==> src/rtl/soft_err_hub_pkg.sv <==
// Shared constants, channel encoding and the index-width helper for the soft-error hub.
package soft_err_hub_pkg;

    localparam int N_BANK_DEF = 7;
    localparam int N_DET_DEF  = 20;
    localparam int CNT_W_DEF  = 16;

    localparam logic CH_A = 1'b0;
    localparam logic CH_B = 1'b1;

    typedef enum logic {
        CLR_IDLE = 1'b0,
        CLR_ACK  = 1'b1
    } clr_state_t;

    function automatic int clog2_min1(input int n);
        return (n <= 2) ? 1 : $clog2(n);
    endfunction

endpackage

==> src/rtl/soft_err_bank_agg.sv <==
// One bank of detectors: two-stage flag capture, rising-edge events, masked live OR,
// sticky flags and saturating event counters for both channels.
module soft_err_bank_agg
    import soft_err_hub_pkg::*;
#(
    parameter int N_DET = N_DET_DEF,
    parameter int CNT_W = CNT_W_DEF
) (
    input  logic               i_clk,
    input  logic               i_rst,
    input  logic [N_DET-1:0]   raw_a,
    input  logic [N_DET-1:0]   raw_b,
    input  logic               mask,
    input  logic               clr,
    output logic               err_a,
    output logic               err_b,
    output logic               sticky_a,
    output logic               sticky_b,
    output logic [CNT_W-1:0]   cnt_a,
    output logic [CNT_W-1:0]   cnt_b,
    output logic [N_DET-1:0]   ev_a,
    output logic [N_DET-1:0]   ev_b
);

    localparam int PC_W  = $clog2(N_DET + 1);
    localparam int SUM_W = ((CNT_W > PC_W) ? CNT_W : PC_W) + 1;
    localparam logic [SUM_W-1:0] CNT_MAX = SUM_W'({CNT_W{1'b1}});

    logic [1:0][N_DET-1:0] r1, r2, ev;
    logic [1:0][PC_W-1:0]  pop;
    logic [1:0][SUM_W-1:0] sum;
    logic [1:0][CNT_W-1:0] cnt_q, cnt_d;
    logic [1:0]            st_q, st_d, or_q, or_d;

    // A clear in the same cycle as an event restarts from that cycle's events.
    always_comb begin
        ev    = '0;
        pop   = '0;
        sum   = '0;
        cnt_d = cnt_q;
        st_d  = st_q;
        or_d  = '0;
        for (int ch = 0; ch < 2; ch++) begin
            ev[ch] = r1[ch] & ~r2[ch] & {N_DET{~mask}};
            for (int d = 0; d < N_DET; d++) begin
                pop[ch] = pop[ch] + PC_W'(ev[ch][d]);
            end
            sum[ch]   = (clr ? '0 : SUM_W'(cnt_q[ch])) + SUM_W'(pop[ch]);
            cnt_d[ch] = (sum[ch] > CNT_MAX) ? {CNT_W{1'b1}} : sum[ch][CNT_W-1:0];
            st_d[ch]  = (st_q[ch] & ~clr) | (|ev[ch]);
            or_d[ch]  = (|r1[ch]) & ~mask;
        end
    end

    always_ff @(posedge i_clk) begin
        if (!i_rst) begin
            r1    <= '0;
            r2    <= '0;
            cnt_q <= '0;
            st_q  <= '0;
            or_q  <= '0;
        end else begin
            r1[CH_A] <= raw_a;
            r1[CH_B] <= raw_b;
            r2       <= r1;
            cnt_q    <= cnt_d;
            st_q     <= st_d;
            or_q     <= or_d;
        end
    end

    assign err_a    = or_q[CH_A];
    assign err_b    = or_q[CH_B];
    assign sticky_a = st_q[CH_A];
    assign sticky_b = st_q[CH_B];
    assign cnt_a    = cnt_q[CH_A];
    assign cnt_b    = cnt_q[CH_B];
    assign ev_a     = ev[CH_A];
    assign ev_b     = ev[CH_B];

endmodule

==> src/rtl/soft_error_hub_v2.sv <==
// Soft-error hub: per-bank aggregation of detector flags, first-error capture across
// banks and a 4-phase clear handshake.
module soft_error_hub_v2
    import soft_err_hub_pkg::*;
#(
    parameter int N_BANK = N_BANK_DEF,
    parameter int N_DET  = N_DET_DEF,
    parameter int CNT_W  = CNT_W_DEF,
    parameter int BANK_W = clog2_min1(N_BANK),
    parameter int DET_W  = clog2_min1(N_DET)
) (
    input  logic                      i_clk,
    input  logic                      i_rst,
    input  logic [N_BANK*N_DET-1:0]   i_err_A,
    input  logic [N_BANK*N_DET-1:0]   i_err_B,
    input  logic [N_BANK-1:0]         i_bank_mask,
    input  logic                      i_clr_req,
    output logic                      o_clr_ack,
    output logic [N_BANK-1:0]         o_err_A,
    output logic [N_BANK-1:0]         o_err_B,
    output logic [N_BANK-1:0]         o_sticky_A,
    output logic [N_BANK-1:0]         o_sticky_B,
    output logic [N_BANK*CNT_W-1:0]   o_cnt_A,
    output logic [N_BANK*CNT_W-1:0]   o_cnt_B,
    output logic                      o_first_vld,
    output logic [BANK_W-1:0]         o_first_bank,
    output logic [DET_W-1:0]          o_first_det,
    output logic                      o_first_ch
);

    logic [N_BANK-1:0][N_DET-1:0] ev_a, ev_b;
    clr_state_t                   state_q, state_d;
    logic                         clr_go, ack_d;

    for (genvar b = 0; b < N_BANK; b++) begin : g_bank
        soft_err_bank_agg #(
            .N_DET (N_DET),
            .CNT_W (CNT_W)
        ) u_bank (
            .i_clk    (i_clk),
            .i_rst    (i_rst),
            .raw_a    (i_err_A[b*N_DET +: N_DET]),
            .raw_b    (i_err_B[b*N_DET +: N_DET]),
            .mask     (i_bank_mask[b]),
            .clr      (clr_go),
            .err_a    (o_err_A[b]),
            .err_b    (o_err_B[b]),
            .sticky_a (o_sticky_A[b]),
            .sticky_b (o_sticky_B[b]),
            .cnt_a    (o_cnt_A[b*CNT_W +: CNT_W]),
            .cnt_b    (o_cnt_B[b*CNT_W +: CNT_W]),
            .ev_a     (ev_a[b]),
            .ev_b     (ev_b[b])
        );
    end

    // Clear fires once per handshake, on the edge that leaves IDLE; ack follows one edge later.
    always_comb begin
        state_d = state_q;
        clr_go  = 1'b0;
        ack_d   = 1'b0;
        case (state_q)
            CLR_IDLE: begin
                if (i_clr_req) begin
                    clr_go  = 1'b1;
                    state_d = CLR_ACK;
                end
            end
            CLR_ACK: begin
                ack_d = i_clr_req;
                if (!i_clr_req) state_d = CLR_IDLE;
            end
            default: state_d = CLR_IDLE;
        endcase
    end

    always_ff @(posedge i_clk) begin
        if (!i_rst) begin
            state_q   <= CLR_IDLE;
            o_clr_ack <= 1'b0;
        end else begin
            state_q   <= state_d;
            o_clr_ack <= ack_d;
        end
    end

    logic              hit;
    logic [BANK_W-1:0] hit_bank;
    logic [DET_W-1:0]  hit_det;
    logic              hit_ch;

    // Scan from the top down so the lowest bank/detector, A before B, is the last writer.
    always_comb begin
        hit      = 1'b0;
        hit_bank = '0;
        hit_det  = '0;
        hit_ch   = CH_A;
        for (int b = N_BANK - 1; b >= 0; b--) begin
            for (int d = N_DET - 1; d >= 0; d--) begin
                if (ev_b[b][d]) begin
                    hit      = 1'b1;
                    hit_bank = BANK_W'(b);
                    hit_det  = DET_W'(d);
                    hit_ch   = CH_B;
                end
                if (ev_a[b][d]) begin
                    hit      = 1'b1;
                    hit_bank = BANK_W'(b);
                    hit_det  = DET_W'(d);
                    hit_ch   = CH_A;
                end
            end
        end
    end

    always_ff @(posedge i_clk) begin
        if (!i_rst || (clr_go && !hit)) begin
            o_first_vld  <= 1'b0;
            o_first_bank <= '0;
            o_first_det  <= '0;
            o_first_ch   <= CH_A;
        end else if (hit && (!o_first_vld || clr_go)) begin
            o_first_vld  <= 1'b1;
            o_first_bank <= hit_bank;
            o_first_det  <= hit_det;
            o_first_ch   <= hit_ch;
        end
    end

endmodule

==> config.mk <==
export PLATFORM = sky130hd
export DESIGN_NAME = soft_error_hub_v2
export DESIGN_NICKNAME = d
export VERILOG_FILES = /design/src/rtl/soft_err_hub_pkg.sv /design/src/rtl/soft_err_bank_agg.sv /design/src/rtl/soft_error_hub_v2.sv
export SDC_FILE = /design/constraint.sdc
export NUM_CORES = 2
export LEC_CHECK = 0
export ABC_AREA = 1
export BUFFER_PORTS_ARGS = -buffer_cell sky130_fd_sc_hd__buf_2
export CORE_UTILIZATION = 58
export DETAILED_ROUTE_END_ITERATION = 6
export PLACE_DENSITY_LB_ADDON = 0.05
export SLEW_MARGIN = 30
export SYNTH_ARGS = -nofsm -noshare
export SYNTH_HDL_FRONTEND = slang
export SYNTH_HIERARCHICAL = 1
export SYNTH_SLANG_ARGS = --single-unit
==> constraint.sdc <==
create_clock -name i_clk -period 35.9 [get_ports i_clk]
set_input_delay 1.795 -clock i_clk [delete_from_list [all_inputs] [get_ports i_clk]]
set_output_delay 1.795 -clock i_clk [all_outputs]
set_load 0.05 [all_outputs]
==> results by group <==
Synth
  • Synth Net Count: 7667
  • Top cells by area, synth: dfxtp_1 (34%), nand2_1 (15%), inv_1 (13%), fa_1 (8.7%), nor2_1 (5.4%)
  • Synthesized area: 48600 sq um
  • Syn Area/Cell: 6.96 sq um
  • Primary FF master, synth: dfxtp_1
  • Synth top area share: 34.0%
  • Post-synthesis cell type count: 52
  • FF+latch count, synth: 824
  • Post-synth EDFFs: 0
  • Mapped Cells: 6985
  • Seq/Total Area, Yosys: 34.0%
  • Yosys top cell by area: dfxtp_1
  • Fraction of registers with async set or reset after synthesis: 0%
  • Ys Warns: 6

Floorplanning
  • Std cell rows: 105
  • Initial Util: 58.9%
  • Die height: 291 um
  • Die area: 84900 sq um
  • Core area: 82500 sq um
  • # IOs: 553
  • Die W: 291 um

Critical path
  • Worst EP required: 36.49 ns
  • CP max stage delay: 0.72 ns
  • CP arrival: 16.31 ns
  • Startpoint Class: input port
  • Worst Reg-to-Reg Cells: 277
  • CP endpoint kind: flip-flop
  • Most frequent CP cell: nand2_1
  • CP Class: input port to flip-flop
  • Crit-path max FO: 39
  • Slowest stage cell on the critical path: nor3b_1

STA
  • Slew headroom: 36.5%
  • Crit share post-route: 43.8%
  • Fin worst setup slack: 20.18 ns
  • Max Fclk: 63.6 MHz
  • Final Max Tran Viols: 0
  • Final setup vio count: 0
  • Post-Route Skew: 0.0306 ns
  • Final setup TNS: 0 ns
  • Hold Fails Final Rpt: 0
  • Unrepaired setup endpoints after global routing: no
  • Final worst path period need: 15.72 ns
  • Worst Tran Pin Value: 0.943 ns

GRT
  • Largest net degree at the start of global routing: 182
  • First-pass GRT wire length: 213000 um
  • GRT Util Overall: 31.5%
  • GRT met1 Usage: 42.0%
  • Met3 GRT Util: 5.53%
  • Initial antenna violation count: 7
  • Grt peak-use layer: met2
  • Gr ovfl total: 0
  • GR Util met2: 52.0%
  • Number of global-route vias before repair: 40600

Clocking
  • CTS sink count: 824
  • Num CTS Buffers: 89
  • Hold Buf Count CTS: 0
  • H-tree depth: 3
  • # resized after CTS: 0
  • CTS root buffer: clkbuf_16
  • CTS tree: yes
  • Skew-Pair Late Insertion Delay: 0.67 ns
  • Clk buf depth: 3
  • Post-CTS Setup Repair Bufs: 0
  • CTS clk-pin slew, worst paths: 0.06 ns

Layout
  • Layout cells sized above 1: 13.2%
  • Final Net Count: 8194
  • Most frequent cells in the layout: nand2_1 (1916), inv_1 (1732), dfxtp_1 (824)
  • Util after Layout: 67.2%
  • Most common cell after layout, fill and taps aside: nand2_1
  • Non-Filler Instances: 8655
  • P&R area growth vs syn: 14.2%

Drt
  • Routed wire length: 134000 um
  • Antenna viol nets, final: 0
  • Remaining DRCs: 0
  • 1st-iter DRT viols: 2915
  • TritonRoute pass-1 iters: 6
  • Vias per cell: 4.90
  • Post-detailed-route wirelength per cell: 15.5 um
  • Via Count: 42400

Run status
  • Status: finished clean

Place
  • Final HPWL DP: 105000 um
  • DP Worst Slack: 19.55 ns
  • Dpl cells: 8491
  • Buffers on Ports: 552
  • Gpl congestion: 0.960

Worst hold path
  • Hold Path Stages: 2
  • Hold/Removal Path Class: flip-flop to flip-flop

Power and ir drop
  • Worst vdd ir: 0.0380 mV
  • Pleak: 33.4 nW
  • Pwr Density: 49.3 nW/um^2

Flow run
  • Max-cap viol count: 0
layout make-up:
| class | instances | area (sq um) |
|---|---|---|
| sequential | 824 | 16500 |
| multi-input combinational | 4189 | 23700 |
| clock inverter | 56 | 858 |
| inverter | 1817 | 7620 |
| fill | 7484 | 27000 |
| timing repair buffer | 591 | 3100 |
| tap | 1070 | 1340 |
| clock buffer | 107 | 2360 |
| antenna | 1 | 2.50 |
state kept, by name (all words and copies together), names as in the netlist:
register / count
o_first_vld: 1
o_first_ch: 1
o_first_det: 5
g_bank.u_bank/st_q: 14
o_clr_ack: 1
g_bank.u_bank/r2: 280
g_bank.u_bank/r1: 280
state_q: 1
g_bank.u_bank/cnt_a: 112
g_bank.u_bank/cnt_b: 112
o_first_bank: 3
g_bank.u_bank/or_q: 14
critical path: cells and delay by family:
kind / cells / cell delay (ns)
buffers and inverters: 2 / 0.41
and+or+nand+nor: 275 / 14.02
AOI/OAI and AO/OA: 1 / 0.11
stage by stage:
stage	area [sq um]	power, mW	hold WS (ns)
2_1_floorplan	48600	1.55	0.407
3_3_place_gp	52200	1.73	0.410
3_5_place_dp	52200	1.74	0.416
4_1_cts	55500	2.76	0.411
5_1_grt	55500	2.89	0.418
6_report	55500	2.73	0.410
per-layer routing:
metal  part of all wire [%]  vias to the layer above
li1                       -                    21600
met1                     44                    19300
met2                     46                     1189
met3                    6.4                      228
met4                    3.0                       12
met5                  0.052                        -
synth_stat cells, drive strengths merged, types with 24 or more instances:
cell       n
nand2   1956
inv     1759
dfxtp    824
nor2     735
nand3    341
fa       210
a21oi    190
ha       182
nor3     179
clkbuf    87
nand4     72
buf       68
nor4      68
bufinv    58
nor3b     56
xnor2     48
xor2      42
nand3b    28
o21ai     24
kinds of logic (layout without fill, tap and decap cells):
| logic type | Yosys count | after routing | share of synthesized area [%] |
|---|---|---|---|
| other cells | 0 | 1 | 0 |
| flops | 824 | 824 | 34.0 |
| fa+ha+maj | 392 | 392 | 13.3 |
| compound gates | 256 | 256 | 3.35 |
| xor+xnor | 90 | 90 | 1.62 |
| simple gates | 3451 | 3451 | 30.4 |
| buf+inv | 1972 | 2571 | 17.3 |
power by group:
group          switching, mW  internal (mW)
registers             0.0386          0.970
clock network          0.407          0.601
logic                  0.460          0.258
total                  0.905           1.83
worst paths after layout:
| path | slack [ns] | startpoint | endpoint |
|---|---|---|---|
| hold reg to reg | 0.41 | g_bank[6].u_bank/r1[5] | g_bank[6].u_bank/r2[5] |
| hold / removal | 0.41 | g_bank[6].u_bank/r1[5] | g_bank[6].u_bank/r2[5] |
| setup / recovery | 20.18 | i_bank_mask[6] | o_first_ch |
| setup reg to reg | 21.45 | g_bank[6].u_bank/r1[38] | o_first_ch |
No activity file was read; power rests on OpenSTA's default activity.
